===== src/rtl/fmrv32im_axim_pkg.sv =====
// Shared types and constants for the AXI4 master burst engine.
package fmrv32im_axim_pkg;

  typedef enum logic [2:0] {
    IDLE   = 3'd0,
    W_ADDR = 3'd1,
    W_DATA = 3'd2,
    W_RESP = 3'd3,
    R_ADDR = 3'd4,
    R_DATA = 3'd5
  } axim_state_t;

  // Fixed AXI attributes, tied off in the integration wrapper.
  localparam logic [2:0] AXI_SIZE_4B    = 3'b010;
  localparam logic [1:0] AXI_BURST_INCR = 2'b01;
  localparam logic [3:0] AXI_WSTRB_ALL  = 4'b1111;

  // Beats in the next burst: limited by words left, the burst cap and the
  // distance to the next 4 KB page (a burst must never cross a page).
  function automatic logic [8:0] burst_words(input logic [13:0] rem_words,
                                             input logic [9:0]  page_word,
                                             input logic [8:0]  max_beats);
    logic [13:0] n;
    logic [13:0] to_page;
    n       = rem_words;
    to_page = 14'd1024 - {4'd0, page_word};
    if (n > {5'd0, max_beats}) n = {5'd0, max_beats};
    if (n > to_page)           n = to_page;
    return n[8:0];
  endfunction

endpackage


===== src/rtl/fmrv32im_axim_wbuf.sv =====
// Two-entry FIFO holding prefetched write-back words ahead of the W channel.
module fmrv32im_axim_wbuf (
  input  logic        CLK,
  input  logic        RST_N,
  input  logic        push,
  input  logic [31:0] push_data,
  input  logic        pop,
  output logic [31:0] head_data,
  output logic [1:0]  count
);

  logic [31:0] entry [2];
  logic        wr_ptr;
  logic        rd_ptr;
  logic [1:0]  cnt;

  // Pointer and occupancy bookkeeping; reset empties the buffer.
  always_ff @(posedge CLK) begin
    if (!RST_N) begin
      wr_ptr <= 1'b0;
      rd_ptr <= 1'b0;
      cnt    <= '0;
    end else begin
      if (push) wr_ptr <= ~wr_ptr;
      if (pop)  rd_ptr <= ~rd_ptr;
      cnt <= cnt + {1'b0, push} - {1'b0, pop};
    end
  end

  // Data storage needs no reset; occupancy decides what is valid.
  always_ff @(posedge CLK) begin
    if (push) entry[wr_ptr] <= push_data;
  end

  assign head_data = entry[rd_ptr];
  assign count     = cnt;

endmodule


===== src/rtl/fmrv32im_axim.sv =====
// AXI4 master moving word blocks between local memory and AXI: write-back
// (local -> AXI) and fill (AXI -> local), split into page-safe bursts.
module fmrv32im_axim
  import fmrv32im_axim_pkg::*;
#(
  parameter int unsigned MAX_BEATS = 256
) (
  input  logic        CLK,
  input  logic        RST_N,

  input  logic        WR_REQ_START,
  input  logic [31:0] WR_REQ_ADDR,
  input  logic [15:0] WR_REQ_LEN,
  output logic        WR_REQ_READY,
  output logic [9:0]  WR_REQ_MEM_ADDR,
  input  logic [31:0] WR_REQ_MEM_WDATA,

  input  logic        RD_REQ_START,
  input  logic [31:0] RD_REQ_ADDR,
  input  logic [15:0] RD_REQ_LEN,
  output logic        RD_REQ_READY,
  output logic        RD_REQ_MEM_WE,
  output logic [9:0]  RD_REQ_MEM_ADDR,
  output logic [31:0] RD_REQ_MEM_RDATA,

  output logic [31:0] M_AXI_AWADDR,
  output logic [7:0]  M_AXI_AWLEN,
  output logic        M_AXI_AWVALID,
  input  logic        M_AXI_AWREADY,
  output logic [31:0] M_AXI_WDATA,
  output logic        M_AXI_WLAST,
  output logic        M_AXI_WVALID,
  input  logic        M_AXI_WREADY,
  input  logic        M_AXI_BVALID,
  output logic        M_AXI_BREADY,

  output logic [31:0] M_AXI_ARADDR,
  output logic [7:0]  M_AXI_ARLEN,
  output logic        M_AXI_ARVALID,
  input  logic        M_AXI_ARREADY,
  input  logic [31:0] M_AXI_RDATA,
  input  logic        M_AXI_RLAST,
  input  logic        M_AXI_RVALID,
  output logic        M_AXI_RREADY
);

  axim_state_t state, state_n;

  logic        ready_q;
  logic [31:0] addr_q;
  logic [13:0] rem_q;
  logic [8:0]  beats_q;
  logic [13:0] fetch_q;
  logic [9:0]  wr_idx_q;
  logic [9:0]  rd_idx_q;
  logic        pend_q;

  logic [8:0]  burst;
  logic        addr_phase;
  logic        aw_hs;
  logic        ar_hs;
  logic        w_pop;
  logic        fetch_en;
  logic [2:0]  occ;
  logic [31:0] buf_head;
  logic [1:0]  buf_count;

  logic        unused_ok;
  assign unused_ok = &{1'b0, M_AXI_RLAST, WR_REQ_LEN[1:0], RD_REQ_LEN[1:0]};

  assign burst      = burst_words(rem_q, addr_q[11:2], 9'(MAX_BEATS));
  assign addr_phase = (state == W_ADDR) || (state == W_DATA);
  assign aw_hs      = M_AXI_AWVALID && M_AXI_AWREADY;
  assign ar_hs      = M_AXI_ARVALID && M_AXI_ARREADY;
  assign w_pop      = M_AXI_WVALID && M_AXI_WREADY;

  // Words in the buffer plus the one read still in flight from memory; a new
  // read is issued only if it will find a free slot when its data lands.
  assign occ      = {1'b0, buf_count} + {2'b00, pend_q};
  assign fetch_en = addr_phase && (fetch_q != '0) &&
                    ((occ < 3'd2) || ((occ == 3'd2) && w_pop));

  fmrv32im_axim_wbuf u_wbuf (
    .CLK       (CLK),
    .RST_N     (RST_N),
    .push      (pend_q),
    .push_data (WR_REQ_MEM_WDATA),
    .pop       (w_pop),
    .head_data (buf_head),
    .count     (buf_count)
  );

  // State register.
  always_ff @(posedge CLK) begin
    if (!RST_N) state <= IDLE;
    else        state <= state_n;
  end

  // Next-state decode; a write START takes priority over a read START.
  always_comb begin
    state_n = state;
    case (state)
      IDLE: begin
        if (WR_REQ_START)      state_n = W_ADDR;
        else if (RD_REQ_START) state_n = R_ADDR;
      end
      W_ADDR: begin
        if (rem_q == '0)   state_n = IDLE;
        else if (aw_hs)    state_n = W_DATA;
      end
      W_DATA: begin
        if (w_pop && (beats_q == 9'd1)) state_n = W_RESP;
      end
      W_RESP: begin
        if (M_AXI_BVALID) state_n = (rem_q == '0) ? IDLE : W_ADDR;
      end
      R_ADDR: begin
        if (rem_q == '0)   state_n = IDLE;
        else if (ar_hs)    state_n = R_DATA;
      end
      R_DATA: begin
        if (M_AXI_RVALID && (beats_q == 9'd1)) state_n = R_ADDR;
      end
      default: state_n = IDLE;
    endcase
  end

  // Burst bookkeeping, prefetch index and registered READY.
  always_ff @(posedge CLK) begin
    if (!RST_N) begin
      ready_q  <= 1'b1;
      addr_q   <= '0;
      rem_q    <= '0;
      beats_q  <= '0;
      fetch_q  <= '0;
      wr_idx_q <= '0;
      rd_idx_q <= '0;
      pend_q   <= 1'b0;
    end else begin
      ready_q <= (state_n == IDLE);
      pend_q  <= fetch_en;
      if (fetch_en) begin
        wr_idx_q <= wr_idx_q + 10'd1;
        fetch_q  <= fetch_q - 14'd1;
      end
      case (state)
        IDLE: begin
          if (WR_REQ_START) begin
            addr_q   <= WR_REQ_ADDR;
            rem_q    <= WR_REQ_LEN[15:2];
            fetch_q  <= WR_REQ_LEN[15:2];
            wr_idx_q <= '0;
          end else if (RD_REQ_START) begin
            addr_q   <= RD_REQ_ADDR;
            rem_q    <= RD_REQ_LEN[15:2];
            rd_idx_q <= '0;
          end
        end
        W_ADDR, R_ADDR: begin
          if (aw_hs || ar_hs) begin
            beats_q <= burst;
            rem_q   <= rem_q - {5'd0, burst};
            addr_q  <= addr_q + {21'd0, burst, 2'b00};
          end
        end
        W_DATA: begin
          if (w_pop) beats_q <= beats_q - 9'd1;
        end
        R_DATA: begin
          if (M_AXI_RVALID) begin
            beats_q  <= beats_q - 9'd1;
            rd_idx_q <= rd_idx_q + 10'd1;
          end
        end
        default: ;
      endcase
    end
  end

  assign WR_REQ_READY = ready_q;
  assign RD_REQ_READY = ready_q;

  assign M_AXI_AWADDR  = addr_q;
  assign M_AXI_AWLEN   = 8'(burst - 9'd1);
  assign M_AXI_AWVALID = (state == W_ADDR) && (rem_q != '0);
  assign M_AXI_ARADDR  = addr_q;
  assign M_AXI_ARLEN   = 8'(burst - 9'd1);
  assign M_AXI_ARVALID = (state == R_ADDR) && (rem_q != '0);

  // Prefetched words for the next burst may sit in the buffer during
  // W_RESP/W_ADDR; they are presented only once their burst is in W_DATA.
  assign M_AXI_WVALID = (state == W_DATA) && (buf_count != '0);
  assign M_AXI_WDATA  = buf_head;
  assign M_AXI_WLAST  = (beats_q == 9'd1);
  assign M_AXI_BREADY = (state == W_RESP);

  assign M_AXI_RREADY     = (state == R_DATA);
  assign RD_REQ_MEM_WE    = M_AXI_RVALID && M_AXI_RREADY;
  assign RD_REQ_MEM_RDATA = M_AXI_RDATA;

  // Both memory addresses are zero when unused: the memory ORs them.
  assign WR_REQ_MEM_ADDR = addr_phase ? wr_idx_q : '0;
  assign RD_REQ_MEM_ADDR = (state == R_DATA) ? rd_idx_q : '0;

endmodule


===== config.mk =====
export PLATFORM = sky130hd
export DESIGN_NAME = fmrv32im_axim
export DESIGN_NICKNAME = d
export VERILOG_FILES = /design/src/rtl/fmrv32im_axim_pkg.sv /design/src/rtl/fmrv32im_axim_wbuf.sv /design/src/rtl/fmrv32im_axim.sv
export SDC_FILE = /design/constraint.sdc
export NUM_CORES = 1
export LEC_CHECK = 0
export ABC_AREA = 1
export ABC_CLOCK_PERIOD_IN_PS = 4400
export BUFFER_PORTS_ARGS = -buffer_cell sky130_fd_sc_hd__buf_4
export CORE_UTILIZATION = 38
export CTS_CLUSTER_SIZE = 8
export DETAILED_ROUTE_END_ITERATION = 6
export PLACE_DENSITY = 0.69
export SLEW_MARGIN = 5
export SYNTH_ARGS = -nofsm -noshare
export SYNTH_HDL_FRONTEND = slang
export SYNTH_SLANG_ARGS = --single-unit

===== constraint.sdc =====
create_clock -name CLK -period 4.4 [get_ports CLK]
set_input_delay 1.1 -clock CLK [delete_from_list [all_inputs] [get_ports CLK]]
set_output_delay 1.1 -clock CLK [all_outputs]
set_load 0.005 [all_outputs]

# --- Word level (Yosys, flattened, before mapping) ---
# Memories as Yosys holds them, arrays and structs flattened. A register that Yosys moved wholly into a read port is not among the register bits.
# Cells that the tools add are included.
word_totals:
  regBits: 98
  mem_bits_rw: 64
  in_bits: 170
  output_inout_bits: 173
  elab_cells: 111
  n_memories: 1
memory_table:
  columns: ["name", "depth", "word_bits", "rd", "rd_ports_with_merged_regs", "write_ports", "line_no", "text"]
  rows:
  - ["u_wbuf.entry", 2, 32, 1, 1, 1, "fmrv32im_axim_wbuf.sv:12", "logic [31:0] entry [2];"]
op_classes:
  n_addsub: 11
  magnitude_cmp: 3
  n_eq_ne: 13
  mux: 41
  bitwise: 2
  reduce_logical: 28
op_table:
  columns: ["operator", "count"]
  rows:
  - ["2-to-1 mux 14 bit", 7]
  - ["2-to-1 mux 32 bit", 3]
  - ["2-to-1 mux 10 bit", 8]
  - ["case mux 32 bit (2 select lines)", 1]
  - ["2-to-1 mux 9 bit", 4]
  - ["adder 32 x 11 -> 32 bit", 1]
  - ["case mux 14 bit (2 select lines)", 1]
  - ["nonzero test 14 bit", 2]
  - ["2-to-1 mux 3 bit", 9]
  - ["case mux 9 bit (3 select lines)", 1]
  - ["adder 10 x 1 -> 10 bit, second input constant", 2]
  - ["case mux 10 bit (2 select lines)", 1]
  - ["case mux 3 bit (6 select lines)", 1]
  - ["greater-than comparator 14 bit", 1]
  - ["greater-than comparator 14 x 9 -> 1 bit, second input constant", 1]
  - ["zero test 14 bit", 1]
  - ["subtractor 14 x 1 -> 14 bit, second input constant", 1]
  - ["subtractor 14 x 9 -> 14 bit", 1]
  - ["logical AND 1 bit", 12]
  - ["subtractor 11 x 10 -> 12 bit, first input constant", 1]
  - ["== test 3 x 2 -> 1 bit, second input constant", 3]
  - ["== test 9 x 1 -> 1 bit, second input constant", 1]
  - ["subtractor 9 x 1 -> 9 bit, second input constant", 1]
  - ["!= test 2 bit, second input constant", 4]
  - ["other kinds (18)", 30]

# --- Depth between registers and ports, before layout ---
depth:
  ltp_word: 9
  ltp_mapped: 34

# --- Hierarchy ---
# Synthesis repeated with hierarchy kept, for this count alone.
hier_totals:
  cells_unflattened: 1467
  area_unflattened_um2: 10941.7
modules_own_cells:
  columns: ["mod", "n_inst", "cells_per_inst", "area_per_inst_um2", "seq_area_each_um2"]
  rows:
  - ["fmrv32im_axim", 1, 1336, 8257.9, 1881.8]
  - ["fmrv32im_axim_wbuf", 1, 131, 2683.8, 2021.9]

# --- Least setup slack after synthesis ---
# OpenSTA, ideal clock, no wires.
synth_path:
  kind: "flip-flop to output port"
  startpoint: "register addr_q[3], in the netlist M_AXI_ARADDR[3]"
  endpoint: "output M_AXI_AWLEN[6]"
  t_arrival_ns: 3.732
  t_required_ns: 3.300
  setup_slack_ns: -0.432
  stages_incl_launch_ff: 22
  cell_sequence: "dfxtp_1 -> inv_1 -> ha_1 -> nand3_1 -> nor3_1 -> nor3b_1 -> xor2_1 -> ha_1 -> nand2_1 -> nor3b_1 -> nand2_1 -> nand2_4 -> nand2_8 -> buf_6 -> nand2_1 -> o21ai_1 -> inv_1 -> ha_1 -> nand3_1 -> nor3_1 -> xor2_1 -> buf_4"
synth_via:
  elab_chain_len: 4
synth_rtl:
  columns: ["item", "line_no", "text"]
  rows:
  - ["start, declared", "fmrv32im_axim.sv:50", "logic [31:0] addr_q;"]
  - ["start signal, assigned", "fmrv32im_axim.sv:163", "addr_q <= addr_q + {21'd0, burst, 2'b00};"]
  - ["subtractor 11 x 10 -> 12 bit *", "fmrv32im_axim_pkg.sv:26", "to_page = 14'd1024 - {4'd0, page_word};"]
  - ["greater-than comparator 14 bit", "fmrv32im_axim_pkg.sv:28", "if (n > to_page) n = to_page;"]
  - ["2-to-1 mux 9 bit *", "fmrv32im_axim_pkg.sv:28", null]
  - ["subtractor 8 x 1 -> 8 bit *", null, null]
  - ["end, declared", "fmrv32im_axim.sv:27", "output logic [7:0] M_AXI_AWLEN,"]
# Every way passes the cells marked *; elsewhere a longest branch is shown, timed or not.

# --- Worst setup path in the final report ---
layout_path:
  startpoint: "register rem_q[10]"
  endpoint: "output M_AXI_ARLEN[6]"
layout_via:
  elab_chain_len: 5
layout_rtl:
  columns: ["item", "line_no", "text"]
  rows:
  - ["start, declared", "fmrv32im_axim.sv:51", "logic [13:0] rem_q;"]
  - ["start signal, assigned", "fmrv32im_axim.sv:150", "rem_q <= WR_REQ_LEN[15:2];"]
  - ["start signal, assigned", "fmrv32im_axim.sv:155", "rem_q <= RD_REQ_LEN[15:2];"]
  - ["start signal, assigned", "fmrv32im_axim.sv:162", "rem_q <= rem_q - {5'd0, burst};"]
  - ["greater-than comparator 14 x 9 -> 1 bit", "fmrv32im_axim_pkg.sv:27", "if (n > {5'd0, max_beats}) n = {5'd0, max_beats};"]
  - ["2-to-1 mux 14 bit *", "fmrv32im_axim_pkg.sv:27", null]
  - ["greater-than comparator 14 bit", "fmrv32im_axim_pkg.sv:28", null]
  - ["2-to-1 mux 9 bit *", "fmrv32im_axim_pkg.sv:28", null]
  - ["subtractor 8 x 1 -> 8 bit *", "fmrv32im_axim.sv:187", "assign M_AXI_ARLEN = 8'(burst - 9'd1);"]
  - ["end, declared", "fmrv32im_axim.sv:38", "output logic [7:0] M_AXI_ARLEN,"]
# Marks and branches as above.

==> run_results.csv <==
group,metric,value,unit
sta,rsz0062_at_grt,"true",
power_and_ir_drop,leakagePower,6.51,nW
finish,synthToLayoutAreaGrowth,32.0,%
critical_path,end_kind,"primary output",
place,port_buffers,273,
critical_path,rr_endpoint,"M_AXI_ARADDR[28]",
place,place_area,13300,um^2
global_route,grt_pass1_vias,10100,
drt,vias,10800,
critical_path,cp-start-kind,"flip-flop",
yosys,ys_ff_latch,163,
drt,wirelength,34.3,mm
yosys,synth_area_per_cell,7.44,um^2
power_and_ir_drop,ir_worst_vdd,0.000548,V
clock_network,cts_root_buf,"clkbuf_16",
global_route,grt_usage,0.229,
sta,max_freq,211,MHz
clock_network,clk_pin_slew,0.07,ns
critical_path,r2r_setup_slack,-0.06,ns
sta,tns,-3.40,ns
global_route,grt_max_degree,61,
global_route,grt_pass1_wl,52.5,mm
yosys,yosys_warnings,0,
sta,period_share,1.08,
floorplan,dieArea,29400,um^2
place,hpwl,25.4,mm
finish,fillers,2670,
sta,slew_viol_final,0,
finish,fin_area,14400,um^2
finish,finalNonFillerCells,2124,
drt,routedWlPerCell,16.1,um
critical_path,r2r_start,"rem_q[10]",
drt,drc,0,
yosys,yosys.cell_types.count,59,
place,placed_cells,2070,
clock_network,cts.sinks,163,
yosys,ys_seq_area_frac,0.357,
clock_network,cts_tree,"done",
critical_path,crit_type,"reg2out",
clock_network,h-tree-depth,4,
critical_path,critical_path_required,3.30,ns
place,gp_congestion,0.952,
finish,nets,1940,
global_route,antenna_found_initial,0,
sta,fin_skew,0.0110,ns
yosys,syn_inst,1469,
sta,period_minus_slack,4.74,ns
power_and_ir_drop,power_density,769,nW/um^2
clock_network,cts_made_buffers,17,
finish,layout_common_cells,"buf_4 (357), nand2_1 (273), inv_1 (166), nor2_1 (128), a21oi_1 (112)",
min_path,hp-class,"reg2reg",
sta,fin_ws,-0.337,ns
clock_network,holdBufCountCts,0,
critical_path,worstRegToRegCells,30,
floorplan,die_w,172,um
outcome,violations,"negative setup slack",
sta,tightestPinTransition,1.02,ns
finish,drive_above_1_share,0.329,
sta,finalSetupViolations,18,
job,maxCapViolations,0,
drt,first_iter_violations,724,
sta,slew_headroom,0.317,
critical_path,crit_arrival,3.64,ns
floorplan,ios,343,
outcome,status,"complete, but fails checks",
clock_network,clk_latency,0.43,ns
finish,diodes,0,
clock_network,cts_buffer_depth,2,
min_path,hp-start,"rd_idx_q[9]",
global_route,overflow,0,
drt,avgViaCountPerCell,5.10,
min_path,min_to,"rd_idx_q[9]",
yosys,syn_area,10900,um^2
sta,hold_viol,0,
floorplan,die_y,172,um
floorplan,core_area,28000,um^2
floorplan,initial_core_util,0.390,
sta,holdWs,0.451,ns
drt,drt.antenna.violating_nets,0,
finish,final_common_cell,"buf_4",
yosys,async_reset_ff_frac,0,
floorplan,rows,61,
drt,first_pass_iters,6,
critical_path,cp_max_fo,8,
min_path,hold_depth,1,
power_and_ir_drop,fin_total_pwr,11.1,mW
yosys,synthFlopType,"dfxtp_1",
yosys,synth_edf_count,64,
[logic make-up (layout without fill, tap and decap cells)]
group	count (synthesis)	in the layout	share of synthesized area
xor gates and xnor gates	35	35	0.0281
adders and majority gates	37	37	0.0438
other	1	2	0.000343
muxes	35	35	0.0361
DFF	163	163	0.357
buffers and inverters	303	579	0.130
and+or+nand+nor	648	648	0.276
AOI/OAI and AO/OA	247	247	0.128
[synthesized netlist by cell type (all sizes together), types with 3 or more instances]
cell    count  area share
xnor2       6      0.0048
edfxtp     64        0.18
nand3b      6      0.0041
o21ai      82       0.039
a31oi       9      0.0052
or2         6      0.0034
o21bai      3      0.0027
nand2     313        0.12
o211ai      6      0.0041
inv       182       0.063
ha         35       0.040
buf        82       0.054
nand3      92       0.050
nor3b       6      0.0041
a21oi     119       0.056
mux2       35       0.036
clkbuf     37       0.013
xor2       29       0.023
a221oi      8      0.0064
nor3       42       0.021
dfxtp      99        0.18
nand4      24       0.015
nor2      146       0.052
o31ai       3      0.0021
a211oi      9      0.0062
nor4       11      0.0063
[area by class of cell]
cell class	instances	area, um^2	share of cell area
Multi-Input combinational cell	1004	5970	0.414
Sequential cell	163	3910	0.271
Timing Repair Buffer	363	2750	0.190
Inverter	184	708	0.0491
Tap cell	378	473	0.0328
Clock buffer	17	425	0.0295
Clock inverter	15	186	0.0129
[power by group]
group	switching (mW)	internal [mW]	leakage (nW)
Combinational	4.24	3.06	4.81
Sequential	0.332	1.94	1.40
Clock	0.751	0.780	0.298
Total	5.32	5.78	6.51
[worst max path at each step]
| stage | start | end | slack [ns] | cells past startpoint |
|---|---|---|---|---|
| after floorplan | M_AXI_ARADDR[3] | M_AXI_AWLEN[6] | 0.006 | 21 |
| after detailed placement | M_AXI_ARADDR[3] | rem_q[8] | -0.14 | 30 |
| after global routing | rem_q[12] | M_AXI_ARLEN[7] | -0.60 | 23 |
| after global placement | M_AXI_ARADDR[3] | M_AXI_ARADDR[26] | -0.01 | 31 |
| final | rem_q[10] | M_AXI_ARLEN[6] | -0.34 | 21 |
| after CTS | M_AXI_ARADDR[3] | M_AXI_ARLEN[7] | -0.30 | 20 |
[routing by layer]
| metal | GRT usage | vias to the layer above | share of wire |
|---|---|---|---|
| li1 | - | 5332 | - |
| met1 | 0.287 | 5030 | 0.42 |
| met2 | 0.385 | 418 | 0.47 |
| met3 | 0.0495 | 59 | 0.083 |
| met4 | 0.0815 | 0 | 0.024 |
| met5 | 0 | - | 0 |
[metrics by stage]
stage	setup WS [ns]	util
after floorplan	0.00645	-
after global placement	-0.0130	0.475
after detailed placement	-0.141	0.475
after CTS	-0.303	0.505
after global routing	-0.598	0.515
final	-0.337	0.515
[critical path, cell delays in order (launching register included)]
cell and delay (ns):
dfxtp_2 0.34, nor2_2 0.13, nand2_2 0.09, nor2_4 0.16
nand2_2 0.09, nand2_4 0.07, clkinvlp_4 0.20, nor2_4 0.15
ha_1 0.27, a21oi_2 0.15, o21ai_1 0.10, a21oi_2 0.22
nand2_4 0.09, nand2_8 0.12, o21ai_2 0.07, buf_6 0.13
inv_4 0.07, ha_4 0.16, nand3_4 0.09, nor3_2 0.13
xor2_1 0.22, buf_4 0.15
[registers in the layout, indices dropped and copies added, names as in the netlist, named ones only]
register / flops
u_wbuf.entry: 64
M_AXI_ARADDR: 32
fetch_q: 14
rem_q: 14
rd_idx_q: 10
wr_idx_q: 10
beats_q: 9
state: 3
u_wbuf.count: 2
RD_REQ_READY: 1
pend_q: 1
u_wbuf.rd_ptr: 1
u_wbuf.wr_ptr: 1
[repair_timing]
| action | 4_1_cts | 5_1_grt |
|---|---|---|
| endpoints found under the setup margin | 30 | 48 |
| endpoints found under the hold margin | 0 | 0 |
| pin swaps | 35 | 27 |
| resized for setup | 39 | 56 |
| setup buffers | 13 | 10 |
| gates cloned | 0 | 0 |
No activity file was read; power rests on OpenSTA's default activity.
